$ cat src/rtl/i2s_transmitter.sv
// I2S serial data transmitter.
// Follows externally generated bclk/lrclk (synchronous to clk_i), buffers PCM
// samples in a small FIFO and shifts one sample per lrclk slot, MSB first,
// with the standard one-bclk delay after each word-select transition.
//
// state | meaning
// ------+---------------------------------------------------------------
// IDLE  | disabled; output 0, FIFO flushed, shifter and bit counter clear
// SYNC  | enabled; waiting for the lrclk edge that opens a left slot
// RUN   | one FIFO pop per slot, bits shifted out on bclk falling edges
module i2s_transmitter #(
  parameter int I2S_AUDIO_WORD_LEN  = 24,
  parameter int I2S_AUDIO_FRAME_LEN = 64,
  parameter int I2S_FIFO_DEPTH      = 4
) (
  input  logic                              clk_i,
  input  logic                              rst_ni,
  input  logic                              enable_i,
  input  logic                              bclk_i,
  input  logic                              lrclk_i,
  input  logic [I2S_AUDIO_WORD_LEN-1:0]     sample_i,
  input  logic                              sample_valid_i,
  output logic                              sample_ready_o,
  output logic                              audio_data_o,
  output logic                              underrun_o,
  output logic [$clog2(I2S_FIFO_DEPTH):0]   fifo_level_o
);

  localparam int PTR_W    = $clog2(I2S_FIFO_DEPTH);
  localparam int LVL_W    = PTR_W + 1;
  localparam int SLOT_LEN = I2S_AUDIO_FRAME_LEN / 2;
  // Bit counter is sized for a full slot so any legal word length fits.
  localparam int CNT_W    = $clog2(SLOT_LEN + 1);

  localparam logic [CNT_W-1:0] WORD_CNT  = CNT_W'(I2S_AUDIO_WORD_LEN);
  localparam logic [LVL_W-1:0] DEPTH_LVL = LVL_W'(I2S_FIFO_DEPTH);

  typedef enum logic [1:0] {
    ST_IDLE,
    ST_SYNC,
    ST_RUN
  } state_t;

  state_t state_q, state_d;

  // Edge detection
  logic bclk_q;
  logic lrclk_q;
  logic fall;
  logic slot_start;

  // FIFO
  logic [I2S_AUDIO_WORD_LEN-1:0] mem [I2S_FIFO_DEPTH];
  logic [PTR_W-1:0]              wr_ptr_q;
  logic [PTR_W-1:0]              rd_ptr_q;
  logic [LVL_W-1:0]              level_q;
  logic [LVL_W-1:0]              level_d;
  logic                          ready_q;
  logic                          fifo_empty;
  logic                          push;
  logic                          pop_req;
  logic                          pop_do;
  logic [I2S_AUDIO_WORD_LEN-1:0] pop_data;

  // Serialiser
  logic [I2S_AUDIO_WORD_LEN-1:0] shift_q;
  logic [CNT_W-1:0]              bit_cnt_q;
  logic                          data_q;
  logic                          underrun_q;

  // lrclk_q holds the word select seen at the previous bclk fall, so a slot
  // boundary is any fall where lrclk_i no longer matches it.
  assign fall       = bclk_q & ~bclk_i;
  assign slot_start = fall & (lrclk_i ^ lrclk_q);

  assign fifo_empty = (level_q == '0);
  assign push       = sample_valid_i & sample_ready_o;
  // The pop looks at the level before any same-cycle push: no bypass path.
  assign pop_do     = pop_req & ~fifo_empty;
  assign pop_data   = fifo_empty ? '0 : mem[rd_ptr_q];

  assign sample_ready_o = enable_i & ready_q;
  assign audio_data_o   = data_q;
  assign underrun_o     = underrun_q;
  assign fifo_level_o   = level_q;

  // Register bclk every cycle and capture lrclk at each bclk fall.
  always_ff @(posedge clk_i or negedge rst_ni) begin
    if (!rst_ni) begin
      bclk_q  <= 1'b0;
      lrclk_q <= 1'b0;
    end else begin
      bclk_q <= bclk_i;
      if (fall) begin
        lrclk_q <= lrclk_i;
      end
    end
  end

  // State register.
  always_ff @(posedge clk_i or negedge rst_ni) begin
    if (!rst_ni) begin
      state_q <= ST_IDLE;
    end else begin
      state_q <= state_d;
    end
  end

  // Next-state logic and slot pop request.
  always_comb begin
    state_d = state_q;
    pop_req = 1'b0;
    case (state_q)
      ST_IDLE: begin
        if (enable_i) begin
          state_d = ST_SYNC;
        end
      end
      ST_SYNC: begin
        if (!enable_i) begin
          state_d = ST_IDLE;
        end else if (slot_start && !lrclk_i) begin
          pop_req = 1'b1;
          state_d = ST_RUN;
        end
      end
      ST_RUN: begin
        if (!enable_i) begin
          state_d = ST_IDLE;
        end else if (slot_start) begin
          pop_req = 1'b1;
        end
      end
      default: begin
        state_d = ST_IDLE;
      end
    endcase
  end

  // FIFO occupancy: a simultaneous push and pop leaves the level unchanged.
  always_comb begin
    level_d = level_q;
    if (!enable_i) begin
      level_d = '0;
    end else if (push && !pop_do) begin
      level_d = level_q + LVL_W'(1);
    end else if (pop_do && !push) begin
      level_d = level_q - LVL_W'(1);
    end
  end

  // FIFO storage; contents need no reset because the level gates every read.
  always_ff @(posedge clk_i) begin
    if (push) begin
      mem[wr_ptr_q] <= sample_i;
    end
  end

  // FIFO pointers, level and registered not-full flag; disable flushes.
  always_ff @(posedge clk_i or negedge rst_ni) begin
    if (!rst_ni) begin
      wr_ptr_q <= '0;
      rd_ptr_q <= '0;
      level_q  <= '0;
      ready_q  <= 1'b0;
    end else begin
      level_q <= level_d;
      ready_q <= (level_d < DEPTH_LVL);
      if (!enable_i) begin
        wr_ptr_q <= '0;
        rd_ptr_q <= '0;
      end else begin
        if (push) begin
          wr_ptr_q <= wr_ptr_q + PTR_W'(1);
        end
        if (pop_do) begin
          rd_ptr_q <= rd_ptr_q + PTR_W'(1);
        end
      end
    end
  end

  // Serialiser: load at slot start (output held), then one bit per bclk fall
  // until the word is exhausted, zero padding for the rest of the slot.
  always_ff @(posedge clk_i or negedge rst_ni) begin
    if (!rst_ni) begin
      shift_q   <= '0;
      bit_cnt_q <= '0;
      data_q    <= 1'b0;
    end else if (!enable_i || state_q == ST_IDLE) begin
      shift_q   <= '0;
      bit_cnt_q <= '0;
      data_q    <= 1'b0;
    end else if (pop_req) begin
      shift_q   <= pop_data;
      bit_cnt_q <= '0;
    end else if (fall && state_q == ST_RUN) begin
      if (bit_cnt_q < WORD_CNT) begin
        data_q    <= shift_q[I2S_AUDIO_WORD_LEN-1];
        shift_q   <= shift_q << 1;
        bit_cnt_q <= bit_cnt_q + CNT_W'(1);
      end else begin
        data_q <= 1'b0;
      end
    end
  end

  // Underrun pulse: a slot opened while the FIFO had nothing to give.
  always_ff @(posedge clk_i or negedge rst_ni) begin
    if (!rst_ni) begin
      underrun_q <= 1'b0;
    end else begin
      underrun_q <= pop_req & fifo_empty;
    end
  end

endmodule

$ cat config.mk
export PLATFORM = sky130hd
export DESIGN_NAME = i2s_transmitter
export DESIGN_NICKNAME = d
export VERILOG_FILES = /design/src/rtl/i2s_transmitter.sv
export SDC_FILE = /design/constraint.sdc
export NUM_CORES = 1
export LEC_CHECK = 0
export BUFFER_PORTS_ARGS = -buffer_cell sky130_fd_sc_hd__buf_2
export CAP_MARGIN = 30
export CORE_MARGIN = 2
export CORE_UTILIZATION = 57
export CTS_BUF_LIST = sky130_fd_sc_hd__clkbuf_2 sky130_fd_sc_hd__clkbuf_4 sky130_fd_sc_hd__clkbuf_8
export DETAILED_ROUTE_END_ITERATION = 6
export GPL_ROUTABILITY_DRIVEN = 0
export PLACE_DENSITY = 0.78
export SETUP_SLACK_MARGIN = 0.5
export SYNTH_ARGS = -nofsm -noshare
export SYNTH_HDL_FRONTEND = slang
export SYNTH_SLANG_ARGS = --single-unit
$ cat constraint.sdc
create_clock -name clk_i -period 1.59 [get_ports clk_i]
set_input_delay 0.0795 -clock clk_i [delete_from_list [all_inputs] [get_ports clk_i]]
set_output_delay 0.0795 -clock clk_i [all_outputs]
set_load 0.005 [all_outputs]
Word level (Yosys, flattened, before mapping)
Memories as Yosys holds them, arrays and structs flattened. Cells that the tools add are included.

Input bits: 30. Memories: 1. Register bits after elaboration: 44. Memory bits (writable): 96.

Memory list: mem (words 4, width 24, read ports 1, clocked after Yosys merged registers in 0, write ports 1, RTL line 53) `logic [I2S_AUDIO_WORD_LEN-1:0] mem [I2S_FIFO_DEPTH];`.

$lt $le $gt $ge: 2. Equality and inequality tests: 8. Bitwise logic cells: 9. Add/subtract/negate cells: 5. Reductions and logical operators: 17. Muxes and demuxes: 32.

Operator list (count): $mux 24 (5); $mux 6 (4); $mux 2 (8); $mux 1 (10); $mux 3 (3); $add 6x1->6 const B (1); $and 1x1->1 (6); $lt 6x5->1 const B (1); $ne 2x1->1 const B (3); $pmux 2 s3 (1); $reduce_bool 3->1 (2); $add 2x1->2 const B (2); $logic_and 1x1->1 (4); $logic_not 1->1 (4); $ne 2x2->1 const B (2); $reduce_and 2->1 (2); $add 3x1->3 const B (1); $logic_not 3->1 (1); $lt 3x3->1 const B (1); $ne 3x3->1 const B (1); $reduce_and 3->1 (1); $sub 3x1->3 const B (1); $eq 2x1->1 const B (1); $eq 2x2->1 const B (1); 6 further kinds (7).

Depth between registers and ports, before layout
Gate-level depths: netlist (run 1).

Depth in word-level cells: 13. Gate-level depth with buffers: 8. Depth with buffers taken out: 6.

Least setup slack after synthesis (run 1)
OpenSTA, ideal clock, no wires.

Path kind: reg2reg. Start point: reg ready_q. End point: mem mem[0][0] (enable). Data arrival time: 1.341 ns. Library setup time: 0.383 ns. Cell stages (with the launch flop): 4. Slack: -0.134 ns. Buffers on the path: 1. Cell sequence: dfrtp_1 > and3_1 > buf_2 > and2_1.

Cells in the longest elaborated chain, start to end: 4.

RTL lines: start: declaration (RTL line 58) `logic ready_q;`; start signal: assignment (RTL line 168) `ready_q <= (level_d < DEPTH_LVL);`; $and 1x1->1 (RTL line 82) `assign sample_ready_o = enable_i & ready_q;`; $and 1x1->1 (RTL line 77) `assign push = sample_valid_i & sample_ready_o;`; $mux 1 (RTL line 154) `if (push) begin`; $mux 1 (not written as such) (RTL line 155) `mem[wr_ptr_q] <= sample_i;`; end: declaration (RTL line 53).

Every way passes these cells.

Worst setup path after layout (run 1)
Start point: reg state_q[0]. End point: reg shift_q[23].

Cells in the longest elaborated chain, start to end: 4. Elaborated cells on any way between the ends: 11. Classes of those cells: eq/ne: 2; mux: 3; reduce/logical: 6.

RTL lines: start: declaration (RTL line 44) `state_t state_q, state_d;`; start signal: assignment (RTL line 105) `state_q <= state_d;`; $eq 2x2->1 (tied with other cells) (RTL line 113, 197); $pmux 1 s2 (tied with other cells) (RTL line 113) `case (state_q)`; $reduce_bool 3->1 (no source line) / $mux 24 (equally long branches); $reduce_and 2->1 (no source line) / $mux 24 (equally long branches); end signal: assignment (RTL line 195) `shift_q <= pop_data;`; end signal: assignment (RTL line 200) `shift_q <= shift_q << 1;`; end: declaration (RTL line 66) `logic [I2S_AUDIO_WORD_LEN-1:0] shift_q;`.

Several ways; a longest one is shown, not always the timed one. A chain may end at the register's enable or synchronous reset.

==> PnR_summary.wiki, run 1 <==
{| class="wikitable"
! Metric !! Value
|-
| Clock period minus final worst setup slack || 1.76 ns
|-
| Maximum clock path buffer count || 2
|-
| Unrepaired setup endpoints after global routing || yes
|-
| Fraction of final layout cells with drive strength greater than 1 || 40.9%
|-
| Comb power frac || 13.7%
|-
| Number of H-tree levels || 4
|-
| Count of TritonRoute iterations in the first routing pass || 4
|-
| Synth unique cells || 50
|-
| Part of the Yosys area used for sequential elements || 67.3%
|-
| Core Util, Final || 78.2%
|-
| Post-detail-place hpwl || 6.52 mm
|-
| Tcrit/Tclk final || 111%
|-
| Worst Setup Slack, final || -0.168 ns
|-
| Core Box Area || 10200 um^2
|-
| Launching point of the worst reg2reg path || state_q[0]$_DFFE_PN0P_
|-
| Post-layout instance count excluding filler cells || 628
|-
| Wire length of the first global-routing pass || 19.7 mm
|-
| Design area || 7970 um^2
|-
| Switching power || 2.12 mW
|-
| Seq cells post-synth || 140
|-
| Average vias per placed instance || 5.73
|-
| Violated checks || setup timing
|-
| Leakage dissipation || 3.06 nW
|-
| Vias in the first global route || 3757
|-
| Power per unit of standard cell area || 989 nW/um^2
|-
| Root cell of the clock tree || sky130_fd_sc_hd__clkbuf_8
|-
| Slew at the pin with the worst max-slew slack || 0.375 ns
|-
| Top cells by area, synth || sky130_fd_sc_hd__edfxtp_1, sky130_fd_sc_hd__dfrtp_1, sky130_fd_sc_hd__mux4_2
|-
| Startpoint class of the critical path || flip-flop
|-
| Flop-to-flop setup slack || -0.17 ns
|-
| Syn_nets || 394
|-
| Net switching share of the total power || 26.9%
|-
| Total grt overflow || 0
|-
| Proportion of power drawn by flip-flops and latches || 51.6%
|-
| Number of instances in the placed design || 532
|-
| CP Class || flip-flop to flip-flop
|-
| Initial Util || 58.1%
|-
| Top fanout value on the critical path || 9
|-
| Top FF cell, synth || sky130_fd_sc_hd__edfxtp_1
|-
| FMAX || 0.569 GHz
|-
| TritonCTS sink count || 140
|-
| Avg Synthesized Cell Area || 16.8 um^2
|-
| Result of the run || finished with violations
|-
| Most frequent cell after synthesis || sky130_fd_sc_hd__edfxtp_1
|-
| Cell Area, Synth || 5920 um^2
|-
| CTS clk-pin slew, worst paths || 0.08 ns
|-
| Number of maximum-capacitance constraint violations || 0
|-
| Largest net degree at the start of global routing || 30
|-
| Yosys top cell area share || 48.7%
|-
| Remaining routing DRC violations || 0
|-
| Standard-cell rows || 37
|-
| Most common library cells after synthesis || sky130_fd_sc_hd__edfxtp_1, sky130_fd_sc_hd__dfrtp_1, sky130_fd_sc_hd__inv_1, sky130_fd_sc_hd__mux2i_1, sky130_fd_sc_hd__mux4_2
|-
| Number of antenna-violating nets in the routed design || 0
|-
| Area delta synth->final || 34.6%
|-
| TritonCTS clock tree || yes
|-
| Setup crit end kind || flip-flop
|-
| RR Endpoint || shift_q[23]$_DFFE_PN0P_
|-
| Cell with the largest stage delay on the worst path || sky130_fd_sc_hd__dfrtp_1
|-
| Initial antenna violation count || 0
|-
| Internal power component || 5.76 mW
|-
| Number of nets in the final layout || 520
|-
| Post-Place Cell Area || 6460 um^2
|-
| Number of placed I/O pins || 36
|-
| Number of setup violations in the final report || 29
|-
| Die area || 11200 um^2
|-
| Drt wl/cell || 22.1 um
|-
| Gate count of the mapped netlist || 353
|-
| Chain of cells forming the critical path || inv_2 -> ha_4 -> and3b_4 -> and2_4 -> buf_12 -> mux2i_2 -> o22ai_1
|-
| CP peak stage delay || 0.40 ns
|-
| EDFF count, synth || 96
|-
| Clock latency at the later pin of the worst-skew pair || 0.44 ns
|-
| Width of the chip || 106 um
|-
| Fillcell total || 526
|-
| Required time at the worst-slack endpoint || 1.89 ns
|-
| TritonCTS Buffers || 17
|-
| Worst path arrival time || 2.06 ns
|-
| Count of input and output buffers || 35
|-
| FF-to-FF path depth || 7
|-
| Number of pins exceeding their max-slew limit in the final report || 0
|-
| Yosys Warn Count || 0
|-
| Vias || 3600
|-
| Hold_ws || 0.0836 ns
|-
| Largest area contributor in the netlist || sky130_fd_sc_hd__edfxtp_1
|-
| Number of buffer and inverter instances along the worst setup path || 2
|-
| Worst clock skew || 0.0175 ns
|-
| Global router's overall resource usage || 24.4%
|-
| Vertical die dimension || 106 um
|-
| Top cell family by delay on the critical path || simple AND/OR/NAND/NOR gates
|-
| Worst slew margin relative to its limit || 75.0%
|-
| Diodes inserted || 0
|-
| Maximum resistive drop on vdd || 0.000725 V
|-
| Worst min path class || input pin to async pin
|-
| Async set or reset register ratio after synthesis || 31.4%
|-
| Count of endpoints failing hold in the final timing report || 0
|-
| Portion of total power attributed to the clock network || 34.7%
|-
| Iteration-0 DRC count of the detailed router || 287
|-
| Total wire length || 13.9 mm
|}
-- state kept, by name (all words and copies together), names as in the netlist --
register	flops
bit_cnt_q	6
underrun_o	1
ready_q	1
bclk_q	1
shift_q	24
wr_ptr_q	2
lrclk_q	1
fifo_level_o	3
state_q	2
rd_ptr_q	2
mem	96
audio_data_o	1
-- worst max path at each step --
| stage | startpoint | end | cells after the start |
|---|---|---|---|
| floorplan | state_q[1]$_DFFE_PN0P_ | shift_q[1]$_DFFE_PN0P_ | 7 |
| global placement | state_q[0]$_DFFE_PN0P_ | shift_q[13]$_DFFE_PN0P_ | 7 |
| detailed placement | state_q[0]$_DFFE_PN0P_ | shift_q[10]$_DFFE_PN0P_ | 7 |
| CTS | state_q[0]$_DFFE_PN0P_ | shift_q[8]$_DFFE_PN0P_ | 7 |
| global route | state_q[0]$_DFFE_PN0P_ | shift_q[11]$_DFFE_PN0P_ | 7 |
| finish | state_q[0]$_DFFE_PN0P_ | shift_q[23]$_DFFE_PN0P_ | 7 |
-- logic make-up (layout without fill, tap and decap cells) --
logic type / count (synthesis) / after routing / share of synthesized area, %
adders and majority gates: 11 / 11 / 2.33
DFF: 140 / 140 / 67.3
xor gates and xnor gates: 8 / 8 / 1.18
buffers and inverters: 47 / 186 / 4.63
AOI/OAI and AO/OA: 42 / 42 / 5.27
and+or+nand+nor: 54 / 54 / 5.52
muxes: 51 / 51 / 13.7
-- cells in the final DEF, fill, tap and decap left out, types with 7 or more instances in the layout --
cell type                       count
sky130_fd_sc_hd__edfxtp_1          96
sky130_fd_sc_hd__dfrtp_1           43
sky130_fd_sc_hd__buf_2             32
sky130_fd_sc_hd__dlygate4sd3_1     28
sky130_fd_sc_hd__inv_1             26
sky130_fd_sc_hd__mux4_2            24
sky130_fd_sc_hd__o22ai_1           21
sky130_fd_sc_hd__buf_6             20
sky130_fd_sc_hd__mux2i_1           17
sky130_fd_sc_hd__clkbuf_8          17
sky130_fd_sc_hd__buf_12            16
sky130_fd_sc_hd__buf_4             14
sky130_fd_sc_hd__nand2_1           11
sky130_fd_sc_hd__buf_16             9
sky130_fd_sc_hd__nor2_1             7
sky130_fd_sc_hd__inv_6              7
-- final cells by class --
type | count | area (um^2) | area share, %
tap | 136 | 170 | 2.14
clock inverter | 15 | 144 | 1.81
sequential | 140 | 3990 | 50.0
inverter | 30 | 115 | 1.45
multi-input combinational | 166 | 1870 | 23.5
timing repair buffer | 124 | 1440 | 18.1
clock buffer | 17 | 234 | 2.94
-- metrics by stage --
stage	setup slack [ns]	power, mW	TNS, ns
6_report	-0.168	7.88	-2.00
5_1_grt	-0.223	8.14	-4.00
4_1_cts	-0.0806	7.72	-1.24
3_5_place_dp	-0.0792	4.84	-0.837
3_3_place_gp	0.0102	4.81	0
2_1_floorplan	-0.00797	4.57	-0.123
-- layer usage --
metal | up-vias | GRT usage [%] | share of wire (%)
li1 | 1596 | - | -
met3 | 27 | 5.44 | 4.6
met4 | 0 | 9.12 | 2.0
met2 | 131 | 42.4 | 55
met5 | - | 0 | 0
met1 | 1846 | 30.0 | 38
-- what timing repair did --
item / in CTS / in global routing
resized for setup: 47 / 25
endpoints found under the hold margin: 143 / 0
pin swaps: 4 / 9
buffers inserted: 18 / 6
hold buffers: 28 / 0
cloned: 9 / 3
setup endpoints to repair: 140 / 140
-- power groups by stage --
stage          Combinational, mW  Clock [mW]  Sequential [mW]
3_5_place_dp               0.706           0             4.13
4_1_cts                    0.942        2.72             4.06
6_report                    1.08        2.73             4.06
5_1_grt                     1.15        2.91             4.07
3_3_place_gp               0.687           0             4.12
2_1_floorplan              0.447           0             4.13
Note: power is estimated with default switching activity, not from simulation.
==> run 2: changes to the inputs <==
Settings changed: BUFFER_PORTS_ARGS -buffer_cell sky130_fd_sc_hd__buf_2 to -buffer_cell sky130_fd_sc_hd__buf_4, MAX_ROUTING_LAYER from default to met4, TNS_END_PERCENT from default to 50.
==> PnR_summary.wiki, run 2 (synthesis results as in run 1) <==
{| class="wikitable"
! Metric !! Value
|-
| Initial antenna violation count || 0
|-
| Register with the most flip-flops || mem
|-
| Width of the chip || 106 um
|-
| Count of input and output buffers || 35
|-
| Post-layout instance count excluding filler cells || 621
|-
| Slew at the pin with the worst max-slew slack || 0.605 ns
|-
| End of the worst hold path || fifo_level_o[1]$_DFFE_PN0P_
|-
| Average vias per placed instance || 5.91
|-
| CTS clk-pin slew, worst paths || 0.08 ns
|-
| Count of TritonRoute iterations in the first routing pass || 5
|-
| Core Box Area || 10200 um^2
|-
| Power per unit of standard cell area || 974 nW/um^2
|-
| Largest net degree at the start of global routing || 45
|-
| Leakage dissipation || 2.98 nW
|-
| Worst path arrival time || 2.15 ns
|-
| Commonest cells after routing, fill and taps aside || sky130_fd_sc_hd__edfxtp_1, sky130_fd_sc_hd__buf_4, sky130_fd_sc_hd__dfrtp_1
|-
| Number of pins exceeding their max-slew limit in the final report || 0
|-
| Iteration-0 DRC count of the detailed router || 382
|-
| Worst min path class || input pin to flip-flop
|-
| Number of nets in the final layout || 513
|-
| Post-detail-place hpwl || 6.58 mm
|-
| FF-to-FF path depth || 7
|-
| Number of H-tree levels || 4
|-
| Number of antenna-violating nets in the routed design || 0
|-
| Tcrit/Tclk final || 117%
|-
| Startpoint class of the critical path || flip-flop
|-
| TritonCTS sink count || 140
|-
| Max reg flops || 96
|-
| Standard-cell rows || 37
|-
| Vias in the first global route || 3617
|-
| Initial Util || 58.1%
|-
| Total grt overflow || 0
|-
| Result of the run || finished with violations
|-
| Number of maximum-capacitance constraint violations || 0
|-
| Beginning of the worst hold path || enable_i
|-
| Worst clock skew || 0.0198 ns
|-
| Setup crit end kind || flip-flop
|-
| Number of placed I/O pins || 36
|-
| Maximum resistive drop on vdd || 0.000783 V
|-
| TritonCTS clock tree || yes
|-
| Wire length of the first global-routing pass || 19.0 mm
|-
| Worst slew margin relative to its limit || 59.7%
|-
| Largest registers || mem x96, shift_q x24, bit_cnt_q x6
|-
| Unrepaired setup endpoints after global routing || yes
|-
| Diodes inserted || 0
|-
| Number of setup violations in the final report || 33
|-
| Number of instances in the placed design || 529
|-
| Count of endpoints failing hold in the final timing report || 0
|-
| Top fanout value on the critical path || 5
|-
| Maximum clock path buffer count || 2
|-
| Fraction of final layout cells with drive strength greater than 1 || 41.6%
|-
| Total wire length || 14.4 mm
|-
| Hold_ws || 0.0198 ns
|-
| Most common cell after layout, fill and taps aside || sky130_fd_sc_hd__edfxtp_1
|-
| Clock latency at the later pin of the worst-skew pair || 0.44 ns
|-
| Remaining routing DRC violations || 0
|-
| Root cell of the clock tree || sky130_fd_sc_hd__clkbuf_8
|-
| TritonCTS Buffers || 17
|-
| Area delta synth->final || 32.4%
|-
| Drt wl/cell || 23.1 um
|-
| Die area || 11200 um^2
|-
| FMAX || 0.535 GHz
|-
| CP Class || flip-flop to flip-flop
|-
| Global router's overall resource usage || 23.7%
|-
| Clock period minus final worst setup slack || 1.87 ns
|-
| Violated checks || setup timing
|-
| Hold Path Cell Cnt || 2
|-
| RR Endpoint || shift_q[15]$_DFFE_PN0P_
|-
| Required time at the worst-slack endpoint || 1.87 ns
|-
| Vias || 3669
|-
| Launching point of the worst reg2reg path || state_q[0]$_DFFE_PN0P_
|-
| Worst Setup Slack, final || -0.278 ns
|-
| Flop-to-flop setup slack || -0.28 ns
|-
| Vertical die dimension || 106 um
|}
## run 2: power breakdown
group	leakage, nW	internal, mW	switching, mW
clock	0.171	1.14	1.33
sequential	1.47	4.01	0.0460
combinational	1.34	0.574	0.530
## run 2: repair_timing
action	4_1_cts	5_1_grt
hold buffers	27	0
endpoints found under the hold margin	142	0
gates cloned	7	6
endpoints found under the setup margin	140	142
resized for setup	33	46
pin swaps	13	41
buffers inserted	11	9
## run 2: routing by layer
metal / global-route usage, % / up-vias / part of all wire (%)
met5: - / - / 0
met4: 9.02 / 0 / 3.3
met3: 6.68 / 46 / 6.2
met2: 37.6 / 186 / 52
met1: 29.3 / 1860 / 38
li1: - / 1577 / -
## run 2: how the worst max path moves through the flow
stage,start,endpoint,slack [ns]
floorplan,state_q[1]$_DFFE_PN0P_,shift_q[1]$_DFFE_PN0P_,-0.008
global placement,state_q[0]$_DFFE_PN0P_,shift_q[8]$_DFFE_PN0P_,-0.002
detailed placement,state_q[0]$_DFFE_PN0P_,shift_q[15]$_DFFE_PN0P_,-0.08
CTS,state_q[0]$_DFFE_PN0P_,shift_q[18]$_DFFE_PN0P_,-0.08
global route,state_q[0]$_DFFE_PN0P_,shift_q[15]$_DFFE_PN0P_,-0.32
finish,state_q[0]$_DFFE_PN0P_,shift_q[15]$_DFFE_PN0P_,-0.28
## run 2: layout make-up
type	count	area [um^2]
multi-input cells	170	1940
fillers	525	2350
clock buffers	21	264
well taps	136	170
inverters	30	120
flip-flops and latches	140	3990
repair buffers	113	1280
clock inverters	11	72.6
## run 2: through the flow
step	util [%]	setup WS, ns	power [mW]	setup TNS, ns	instance area, um^2
2_1_floorplan	-	-0.00849	4.56	-0.128	5950
3_3_place_gp	63.9	-0.00185	4.83	-0.00243	6500
3_5_place_dp	63.9	-0.0813	4.87	-1.42	6500
4_1_cts	72.9	-0.0808	7.42	-1.43	7420
5_1_grt	76.9	-0.315	7.88	-5.82	7830
6_report	76.9	-0.278	7.63	-4.12	7830
## run 2: critical path: stages (launching register included)
cell,delay [ns]
sky130_fd_sc_hd__dfrtp_1,0.39
sky130_fd_sc_hd__inv_2,0.12
sky130_fd_sc_hd__ha_4,0.16
sky130_fd_sc_hd__and3b_4,0.21
sky130_fd_sc_hd__and2_4,0.25
sky130_fd_sc_hd__buf_16,0.15
sky130_fd_sc_hd__mux2i_2,0.27
sky130_fd_sc_hd__o22ai_1,0.15
